`config.mk`:
```
export PLATFORM = sky130hd
export DESIGN_NAME = md5_block_engine
export DESIGN_NICKNAME = d
export VERILOG_FILES = /design/src/rtl/md5_block_engine.sv
export SDC_FILE = /design/constraint.sdc
export NUM_CORES = 2
export LEC_CHECK = 0
export ABC_AREA = 1
export CAP_MARGIN = 30
export CORE_ASPECT_RATIO = 1.1
export CORE_UTILIZATION = 32
export DETAILED_ROUTE_END_ITERATION = 6
export PLACE_DENSITY = 0.54
export SLEW_MARGIN = 40
export SYNTH_ARGS = -nofsm -noshare
export SYNTH_HDL_FRONTEND = slang
export SYNTH_SLANG_ARGS = --single-unit
```
`constraint.sdc`:
```
create_clock -name clk -period 52.8 [get_ports clk]
set_input_delay 5.28 -clock clk [delete_from_list [all_inputs] [get_ports clk]]
set_output_delay 5.28 -clock clk [all_outputs]
set_load 0.01 [all_outputs]
```
`src/rtl/md5_block_engine.sv`:
```
// ---------------------------------------------------------------------------
// md5_block_engine
//
// MD5 compression engine for a stream of pre-padded 512-bit blocks. The
// chaining value is carried across blocks and a digest is produced once the
// block marked in_last has been compressed. ROUNDS_PER_CLK MD5 rounds are
// evaluated per clock as a combinational chain.
//
// Ports:
//   clk        clock
//   reset      asynchronous, active-high reset
//   init       reload chaining value with the MD5 IV (honoured only in IDLE)
//   in_valid   block_in / in_last valid
//   in_ready   engine can accept a block (IDLE only)
//   block_in   padded block, message byte k at bits [8k+7:8k]
//   in_last    block is the final block of the message
//   out_valid  digest valid, held until out_ready
//   out_ready  downstream accepts digest
//   digest     canonical MD5 bytes, A at [31:0] .. D at [127:96]
//   busy       high while compressing (ROUND or ADD)
//   block_cnt  blocks compressed since last init / digest transfer
// ---------------------------------------------------------------------------
module md5_block_engine #(
    parameter int ROUNDS_PER_CLK = 1
) (
    input  logic         clk,
    input  logic         reset,
    input  logic         init,
    input  logic         in_valid,
    output logic         in_ready,
    input  logic [511:0] block_in,
    input  logic         in_last,
    output logic         out_valid,
    input  logic         out_ready,
    output logic [127:0] digest,
    output logic         busy,
    output logic [15:0]  block_cnt
);

    generate
        if (!(ROUNDS_PER_CLK == 1 || ROUNDS_PER_CLK == 2 || ROUNDS_PER_CLK == 4 ||
              ROUNDS_PER_CLK == 8 || ROUNDS_PER_CLK == 16)) begin : g_bad_rpc
            $error("md5_block_engine: ROUNDS_PER_CLK must be 1, 2, 4, 8 or 16");
        end
    endgenerate

    // Chaining state layout matches the digest: {D, C, B, A}
    localparam logic [127:0] IV       = {32'h10325476, 32'h98badcfe, 32'hefcdab89, 32'h67452301};
    localparam logic [5:0]   STEP     = 6'(ROUNDS_PER_CLK);
    localparam logic [5:0]   LAST_RND = 6'(64 - ROUNDS_PER_CLK);

    typedef enum logic [1:0] {S_IDLE, S_ROUND, S_ADD, S_OUT} state_t;

    function automatic logic [31:0] k_rom(input logic [5:0] t);
        k_rom = '0;
        case (t)
            6'd0:  k_rom = 32'hd76aa478; 6'd1:  k_rom = 32'he8c7b756; 6'd2:  k_rom = 32'h242070db; 6'd3:  k_rom = 32'hc1bdceee;
            6'd4:  k_rom = 32'hf57c0faf; 6'd5:  k_rom = 32'h4787c62a; 6'd6:  k_rom = 32'ha8304613; 6'd7:  k_rom = 32'hfd469501;
            6'd8:  k_rom = 32'h698098d8; 6'd9:  k_rom = 32'h8b44f7af; 6'd10: k_rom = 32'hffff5bb1; 6'd11: k_rom = 32'h895cd7be;
            6'd12: k_rom = 32'h6b901122; 6'd13: k_rom = 32'hfd987193; 6'd14: k_rom = 32'ha679438e; 6'd15: k_rom = 32'h49b40821;
            6'd16: k_rom = 32'hf61e2562; 6'd17: k_rom = 32'hc040b340; 6'd18: k_rom = 32'h265e5a51; 6'd19: k_rom = 32'he9b6c7aa;
            6'd20: k_rom = 32'hd62f105d; 6'd21: k_rom = 32'h02441453; 6'd22: k_rom = 32'hd8a1e681; 6'd23: k_rom = 32'he7d3fbc8;
            6'd24: k_rom = 32'h21e1cde6; 6'd25: k_rom = 32'hc33707d6; 6'd26: k_rom = 32'hf4d50d87; 6'd27: k_rom = 32'h455a14ed;
            6'd28: k_rom = 32'ha9e3e905; 6'd29: k_rom = 32'hfcefa3f8; 6'd30: k_rom = 32'h676f02d9; 6'd31: k_rom = 32'h8d2a4c8a;
            6'd32: k_rom = 32'hfffa3942; 6'd33: k_rom = 32'h8771f681; 6'd34: k_rom = 32'h6d9d6122; 6'd35: k_rom = 32'hfde5380c;
            6'd36: k_rom = 32'ha4beea44; 6'd37: k_rom = 32'h4bdecfa9; 6'd38: k_rom = 32'hf6bb4b60; 6'd39: k_rom = 32'hbebfbc70;
            6'd40: k_rom = 32'h289b7ec6; 6'd41: k_rom = 32'heaa127fa; 6'd42: k_rom = 32'hd4ef3085; 6'd43: k_rom = 32'h04881d05;
            6'd44: k_rom = 32'hd9d4d039; 6'd45: k_rom = 32'he6db99e5; 6'd46: k_rom = 32'h1fa27cf8; 6'd47: k_rom = 32'hc4ac5665;
            6'd48: k_rom = 32'hf4292244; 6'd49: k_rom = 32'h432aff97; 6'd50: k_rom = 32'hab9423a7; 6'd51: k_rom = 32'hfc93a039;
            6'd52: k_rom = 32'h655b59c3; 6'd53: k_rom = 32'h8f0ccc92; 6'd54: k_rom = 32'hffeff47d; 6'd55: k_rom = 32'h85845dd1;
            6'd56: k_rom = 32'h6fa87e4f; 6'd57: k_rom = 32'hfe2ce6e0; 6'd58: k_rom = 32'ha3014314; 6'd59: k_rom = 32'h4e0811a1;
            6'd60: k_rom = 32'hf7537e82; 6'd61: k_rom = 32'hbd3af235; 6'd62: k_rom = 32'h2ad7d2bb; 6'd63: k_rom = 32'heb86d391;
            default: k_rom = '0;
        endcase
    endfunction

    // Rotate amount depends only on the round group and t mod 4
    function automatic logic [4:0] s_rom(input logic [5:0] t);
        s_rom = 5'd0;
        case ({t[5:4], t[1:0]})
            4'd0:  s_rom = 5'd7;  4'd1:  s_rom = 5'd12; 4'd2:  s_rom = 5'd17; 4'd3:  s_rom = 5'd22;
            4'd4:  s_rom = 5'd5;  4'd5:  s_rom = 5'd9;  4'd6:  s_rom = 5'd14; 4'd7:  s_rom = 5'd20;
            4'd8:  s_rom = 5'd4;  4'd9:  s_rom = 5'd11; 4'd10: s_rom = 5'd16; 4'd11: s_rom = 5'd23;
            4'd12: s_rom = 5'd6;  4'd13: s_rom = 5'd10; 4'd14: s_rom = 5'd15; 4'd15: s_rom = 5'd21;
            default: s_rom = 5'd0;
        endcase
    endfunction

    // Message word index; only t mod 16 matters, so 4-bit wrap gives the % 16
    function automatic logic [3:0] g_idx(input logic [5:0] t);
        logic [3:0] w;
        w = t[3:0];
        g_idx = w;
        case (t[5:4])
            2'd0: g_idx = w;
            2'd1: g_idx = w * 4'd5 + 4'd1;
            2'd2: g_idx = w * 4'd3 + 4'd5;
            2'd3: g_idx = w * 4'd7;
            default: g_idx = w;
        endcase
    endfunction

    function automatic logic [127:0] md5_round(input logic [127:0] st, input logic [5:0] t,
                                               input logic [511:0] m);
        logic [31:0] a, b, c, d, f, sum, rot;
        logic [4:0]  s;
        logic [3:0]  g;
        a = st[31:0];
        b = st[63:32];
        c = st[95:64];
        d = st[127:96];
        f = '0;
        case (t[5:4])
            2'd0: f = (b & c) | (~b & d);
            2'd1: f = (d & b) | (~d & c);
            2'd2: f = b ^ c ^ d;
            2'd3: f = c ^ (b | ~d);
            default: f = '0;
        endcase
        g   = g_idx(t);
        s   = s_rom(t);
        sum = a + f + k_rom(t) + m[{g, 5'd0} +: 32];
        rot = (sum << s) | (sum >> (6'd32 - {1'b0, s}));
        // A<-D, B<-B+rot, C<-B, D<-C
        md5_round = {c, b, b + rot, d};
    endfunction

    state_t         r_state;
    logic [127:0]   r_h;
    logic [127:0]   r_work;
    logic [511:0]   r_block;
    logic           r_last;
    logic [5:0]     r_round;
    logic           r_out_valid;
    logic [127:0]   r_digest;
    logic           r_busy;
    logic [15:0]    r_cnt;

    logic [127:0]   w_next;
    logic [127:0]   w_sum;

    always_comb begin
        w_next = r_work;
        for (int unsigned i = 0; i < ROUNDS_PER_CLK; i++) begin
            w_next = md5_round(w_next, r_round + 6'(i), r_block);
        end
    end

    always_comb begin
        w_sum = '0;
        for (int unsigned j = 0; j < 4; j++) begin
            w_sum[32*j +: 32] = r_h[32*j +: 32] + r_work[32*j +: 32];
        end
    end

    always_ff @(posedge clk or posedge reset) begin
        if (reset) begin
            r_state     <= S_IDLE;
            r_h         <= IV;
            r_work      <= '0;
            r_block     <= '0;
            r_last      <= 1'b0;
            r_round     <= '0;
            r_out_valid <= 1'b0;
            r_digest    <= '0;
            r_busy      <= 1'b0;
            r_cnt       <= '0;
        end else begin
            case (r_state)
                S_IDLE: begin
                    if (init) begin
                        r_h   <= IV;
                        r_cnt <= '0;
                    end
                    if (in_valid) begin
                        r_block <= block_in;
                        r_last  <= in_last;
                        // init in the accept cycle must compress from IV
                        r_work  <= init ? IV : r_h;
                        r_round <= '0;
                        r_busy  <= 1'b1;
                        r_state <= S_ROUND;
                    end
                end
                S_ROUND: begin
                    r_work  <= w_next;
                    r_round <= r_round + STEP;
                    if (r_round == LAST_RND) begin
                        r_state <= S_ADD;
                    end
                end
                S_ADD: begin
                    r_h    <= w_sum;
                    r_cnt  <= r_cnt + 16'd1;
                    r_busy <= 1'b0;
                    if (r_last) begin
                        r_digest    <= w_sum;
                        r_out_valid <= 1'b1;
                        r_state     <= S_OUT;
                    end else begin
                        r_state <= S_IDLE;
                    end
                end
                S_OUT: begin
                    if (out_ready) begin
                        r_out_valid <= 1'b0;
                        r_h         <= IV;
                        r_cnt       <= '0;
                        r_state     <= S_IDLE;
                    end
                end
                default: r_state <= S_IDLE;
            endcase
        end
    end

    // Gated by reset so the engine never advertises readiness while held in reset
    assign in_ready  = (r_state == S_IDLE) && !reset;
    assign out_valid = r_out_valid;
    assign digest    = r_digest;
    assign busy      = r_busy;
    assign block_cnt = r_cnt;

endmodule

```
== Word level (Yosys, flattened, before mapping) ==
Memories as Yosys holds them, arrays and structs flattened.
Cells that the tools add are included.
Word-level totals
  register bits after elaboration: 923
  memory bits (read-only): 2128
  bits of input ports: 518
  logic and storage cells: 94
  memories kept: 2
Memories
  (name not given): depth 64, width 32, rd ports 1, clocked after Yosys merged registers in 0, wr ports 0, RTL line 56  | case (t)
  (name not given): depth 16, width 5, rd ports 1, clocked after Yosys merged registers in 0, wr ports 0, RTL line 80  | case ({t[5:4], t[1:0]})
Cells by class
  add/subtract/negate cells: 13
  $mul: 3
  eq/ne operators: 12
  shifts and indexed selects: 3
  muxes and demuxes: 22
  bitwise logic cells: 13
  reductions and logical operators: 16
Operators with widths (number)
  512-bit by 10-bit indexed part select with 32-bit output: 1
  128-bit 2-to-1 mux: 3
  128-bit case mux with 3 select lines: 1
  32-bit adder: 8
  128-bit case mux with 2 select lines: 1
  32-bit AND: 4
  32-bit OR: 4
  32-bit case mux with 4 select lines: 1
  32-bit XOR: 3
  32-bit NOT: 2
  16-bit case mux with 3 select lines: 1
  16-bit 2-to-1 mux: 2
  32-bit by 5-bit << shifter with 32-bit output: 1
  32-bit by 6-bit >> shifter with 32-bit output: 1
  16-bit by 1-bit adder with 16-bit output, second input constant: 1
  4-bit case mux with 4 select lines: 1
  6-bit case mux with 2 select lines: 1
  2-bit != test, second input constant: 5
  2-bit AND reduction: 5
  3-bit AND reduction: 3
  2-bit equality test, second input constant: 4
  4-bit by 3-bit multiplier with 4-bit output, second input constant: 2
  2-bit 2-to-1 mux: 4
  2-bit case mux with 4 select lines: 1
  15 further kinds: 22

== Depth between registers and ports, before layout ==
  word-level depth: 11
  gate-level depth with buffers: 61
  depth with buffers taken out: 59

== Worst setup path before layout ==
OpenSTA, ideal clock, no wires.
  path type: input -> output
  start point: input port reset
  end point: output port in_ready
  arrival time: 5449 ps
  data required time: 47520 ps
  slack: 42071 ps
  stages: 1
  buffers on the path: 0
  cell sequence: nor2_1
Between the ends
  cells in the longest elaborated chain, start to end: 2
Ends and longest elaborated chain
  start, declared: RTL line 27  | input logic reset,
  1-bit zero test: RTL line 218  | assign in_ready = (r_state == S_IDLE) && !reset;
  1-bit logical AND: RTL line 218
  end, declared: RTL line 30  | output logic in_ready,
Every way passes these cells.

== Worst setup path after layout ==
Ends and elaborated chain as after synthesis.

==> run metrics <==
CP bufs+invs 2; Ys Warns 0; number of global-route vias before repair 59.8k; Ports 665; Worst path top cell family by delay buffers and inverters; GPL Wtd Cong 1.02; Clock transition at path regs 50 ps; initial antenna violation count 17; core area 187,000 sq um; # rows 166; Die Y 458 um; die area 190,000 sq um; Fin Setup TNS 0 ps; Worst slew margin 0.377; Worst setup SP type input port; Least-Margin Pin Slew 932 ps; vias 61.4k; commonest non-fill, non-tap cell in the layout nand2_1; Buffers on Ports 664; gr usage total 0.294; fmax 84.6 MHz; die width 416 um; final hold violations 0; register area share after synthesis 0.384; largest net degree at the start of global routing 162; Yosys reg bits 923; Final min period 11,820 ps; Root Buffer Master clkbuf_16; Sink Count 923; Max Slew Vio Count 0; # hold bufs at CTS 0; Gate Count Post-Synth 8,256; share of cells above drive strength 1 0.0534; Async SR Flop Fraction 1.00; Wirelength per Cell 25.7 um; total global routing overflow 0; Detailed Route Iter0 Violations 5,587; arrival time worst endpoint 6540 ps; Worst Clk Skew 57.3 ps; Pre-Repair DR Iteration Count 7; DRT Wirelength 288,000 um; Post-DRT Antenna Nets 0; Crit path top cell by count clkdlybuf4s50_1; clk_lat worst skew 790 ps; Mapped Avg Cell Area 7.31 sq um; DR vias/cell 5.48; global-route wire length before repair 415,000 um; Setup violations, final 0; CTS Buf Count 106; H-tree depth 3; DR DRC count 3; CP Class in -> out; Nets 9,515; Final Cycle Share 0.224; Post-synth EDFFs 0; main flop type after synthesis dfrtp_1; Mapped Area 60,400 sq um; most frequent cells in the layout nand2_1, dfrtp_1, o21ai_0; maxcap violations 0; failing checks design-rule violations; Area Growth Syn to Fin 21.3%; RSZ-0062 raised after global routing false; Crit Path Max Fanout 2; dpl hpwl 217,000 um; CTS tree done; buffer levels on the longest clock path 3; initial core utilization 0.323; Min-Delay Path Class reg -> reg; Net Count, Synth 9,104; Netlist cell types 66; total setup buffers inserted after CTS 0; CP peak stage delay 550 ps; slowest library cell on the worst path clkdlybuf4s50_1; outcome complete, but fails checks; crit end category output port; worst path cell trace clkdlybuf4s50_1, nor2_1, clkdlybuf4s50_1; post-CTS sizing 0; Data required, critical path 47,520 ps
[cell usage after synthesis, types with 13 or more instances]
| cell type | count | area share |
|---|---|---|
| o21ai_1 | 32 | 0.0027 |
| o211ai_1 | 60 | 0.0075 |
| o221ai_1 | 155 | 0.022 |
| nand4_1 | 31 | 0.0032 |
| a2bb2oi_1 | 37 | 0.0054 |
| nor3_1 | 141 | 0.012 |
| a211oi_1 | 75 | 0.0093 |
| nand3_1 | 417 | 0.035 |
| xor2_1 | 84 | 0.012 |
| dfstp_2 | 64 | 0.028 |
| inv_2 | 22 | 0.0014 |
| buf_2 | 41 | 0.0034 |
| ha_1 | 257 | 0.053 |
| xnor2_1 | 51 | 0.0074 |
| nor2_1 | 371 | 0.023 |
| a22oi_1 | 52 | 0.0065 |
| o21ai_0 | 781 | 0.065 |
| a31oi_1 | 75 | 0.0078 |
| clkbuf_1 | 392 | 0.024 |
| a21o_1 | 13 | 0.0016 |
| o311ai_0 | 37 | 0.0054 |
| fa_1 | 73 | 0.024 |
| a221oi_1 | 16 | 0.0023 |
| buf_1 | 39 | 0.0024 |
| or2_2 | 33 | 0.0034 |
| o22ai_1 | 64 | 0.0066 |
| dfrtp_1 | 859 | 0.36 |
| nand2_1 | 2635 | 0.16 |
| o21a_1 | 13 | 0.0016 |
| a21oi_1 | 546 | 0.045 |
| nor4_1 | 14 | 0.0015 |
| inv_1 | 655 | 0.041 |
[cells by family after synthesis]
kind of cell | Yosys count | synth area share
buffers and inverters | 1154 | 0.0728
flip-flops | 923 | 0.384
AND/OR/NAND/NOR | 3674 | 0.245
AO/OA/AOI/OAI | 2034 | 0.200
XOR/XNOR | 136 | 0.0199
adder cells (fa/ha/maj) | 330 | 0.0775
multiplexers | 5 | 0.000891
[metrics by stage]
stage	utilization	cells	hold WS (ps)	instance area, sq um	worst slack (ps)
2_1_floorplan	-	8256	437	60400	21670
3_3_place_gp	0.371	10985	448	69200	41050
3_5_place_dp	0.372	10991	453	69500	40970
4_1_cts	0.391	11188	467	73100	40970
5_1_grt	0.392	11200	480	73200	40380
6_report	0.392	11202	463	73200	40980
[cell type report]
class,instances,area (sq um)
clock inverters,32,408
clock buffers,165,3210
multi-input cells,6179,33100
repair buffers,778,7710
flip-flops and latches,923,23200
inverters,679,2580
diodes,10,25.0
well taps,2436,3050
fillers,19406,113000
[worst register-to-register path: cells and delay by family, from the launching register on]
kind,cells,cell delay (ps)
AO/OA/AOI/OAI,10,2650
adder cells (fa/ha/maj),4,1960
buffers and inverters,8,2490
flip-flops,1,730
AND/OR/NAND/NOR,20,3570
[flip-flops by register name (all words and copies together), names as in the netlist]
| register | cells |
|---|---|
| r_block | 512 |
| out_valid | 1 |
| r_round | 6 |
| digest | 128 |
| busy | 1 |
| r_work | 128 |
| r_last | 1 |
| r_state | 2 |
| block_cnt | 16 |
| r_h | 128 |
[final timing paths]
path | startpoint | endpoint | slack, ps | cells after the start
min in group asynchronous | reset | digest[109]$_DFFE_PP0P_ | 5070 | 2
worst min-delay path | r_block[445]$_DFFE_PP0P_ | r_block[445]$_DFFE_PP0P_ | 460 | 2
worst min register to register | r_block[445]$_DFFE_PP0P_ | r_block[445]$_DFFE_PP0P_ | 460 | 2
worst max-delay path | reset | in_ready | 40980 | 3
max in group asynchronous | reset | r_block[497]$_DFFE_PP0P_ | 43750 | 8
worst max register to register | r_round[4]$_DFFE_PP0P_ | r_work[45]$_DFFE_PP0P_ | 41290 | 42
[layer usage]
layer	up-vias	share of wire	global-route usage
li1	28615	-	-
met1	30057	0.41	0.372
met2	2194	0.47	0.485
met3	481	0.053	0.0368
met4	8	0.060	0.160
met5	-	0.00018	0
Power is not shown: default switching activity piles up to over one toggle a cycle in this logic, so the estimate is an artifact.
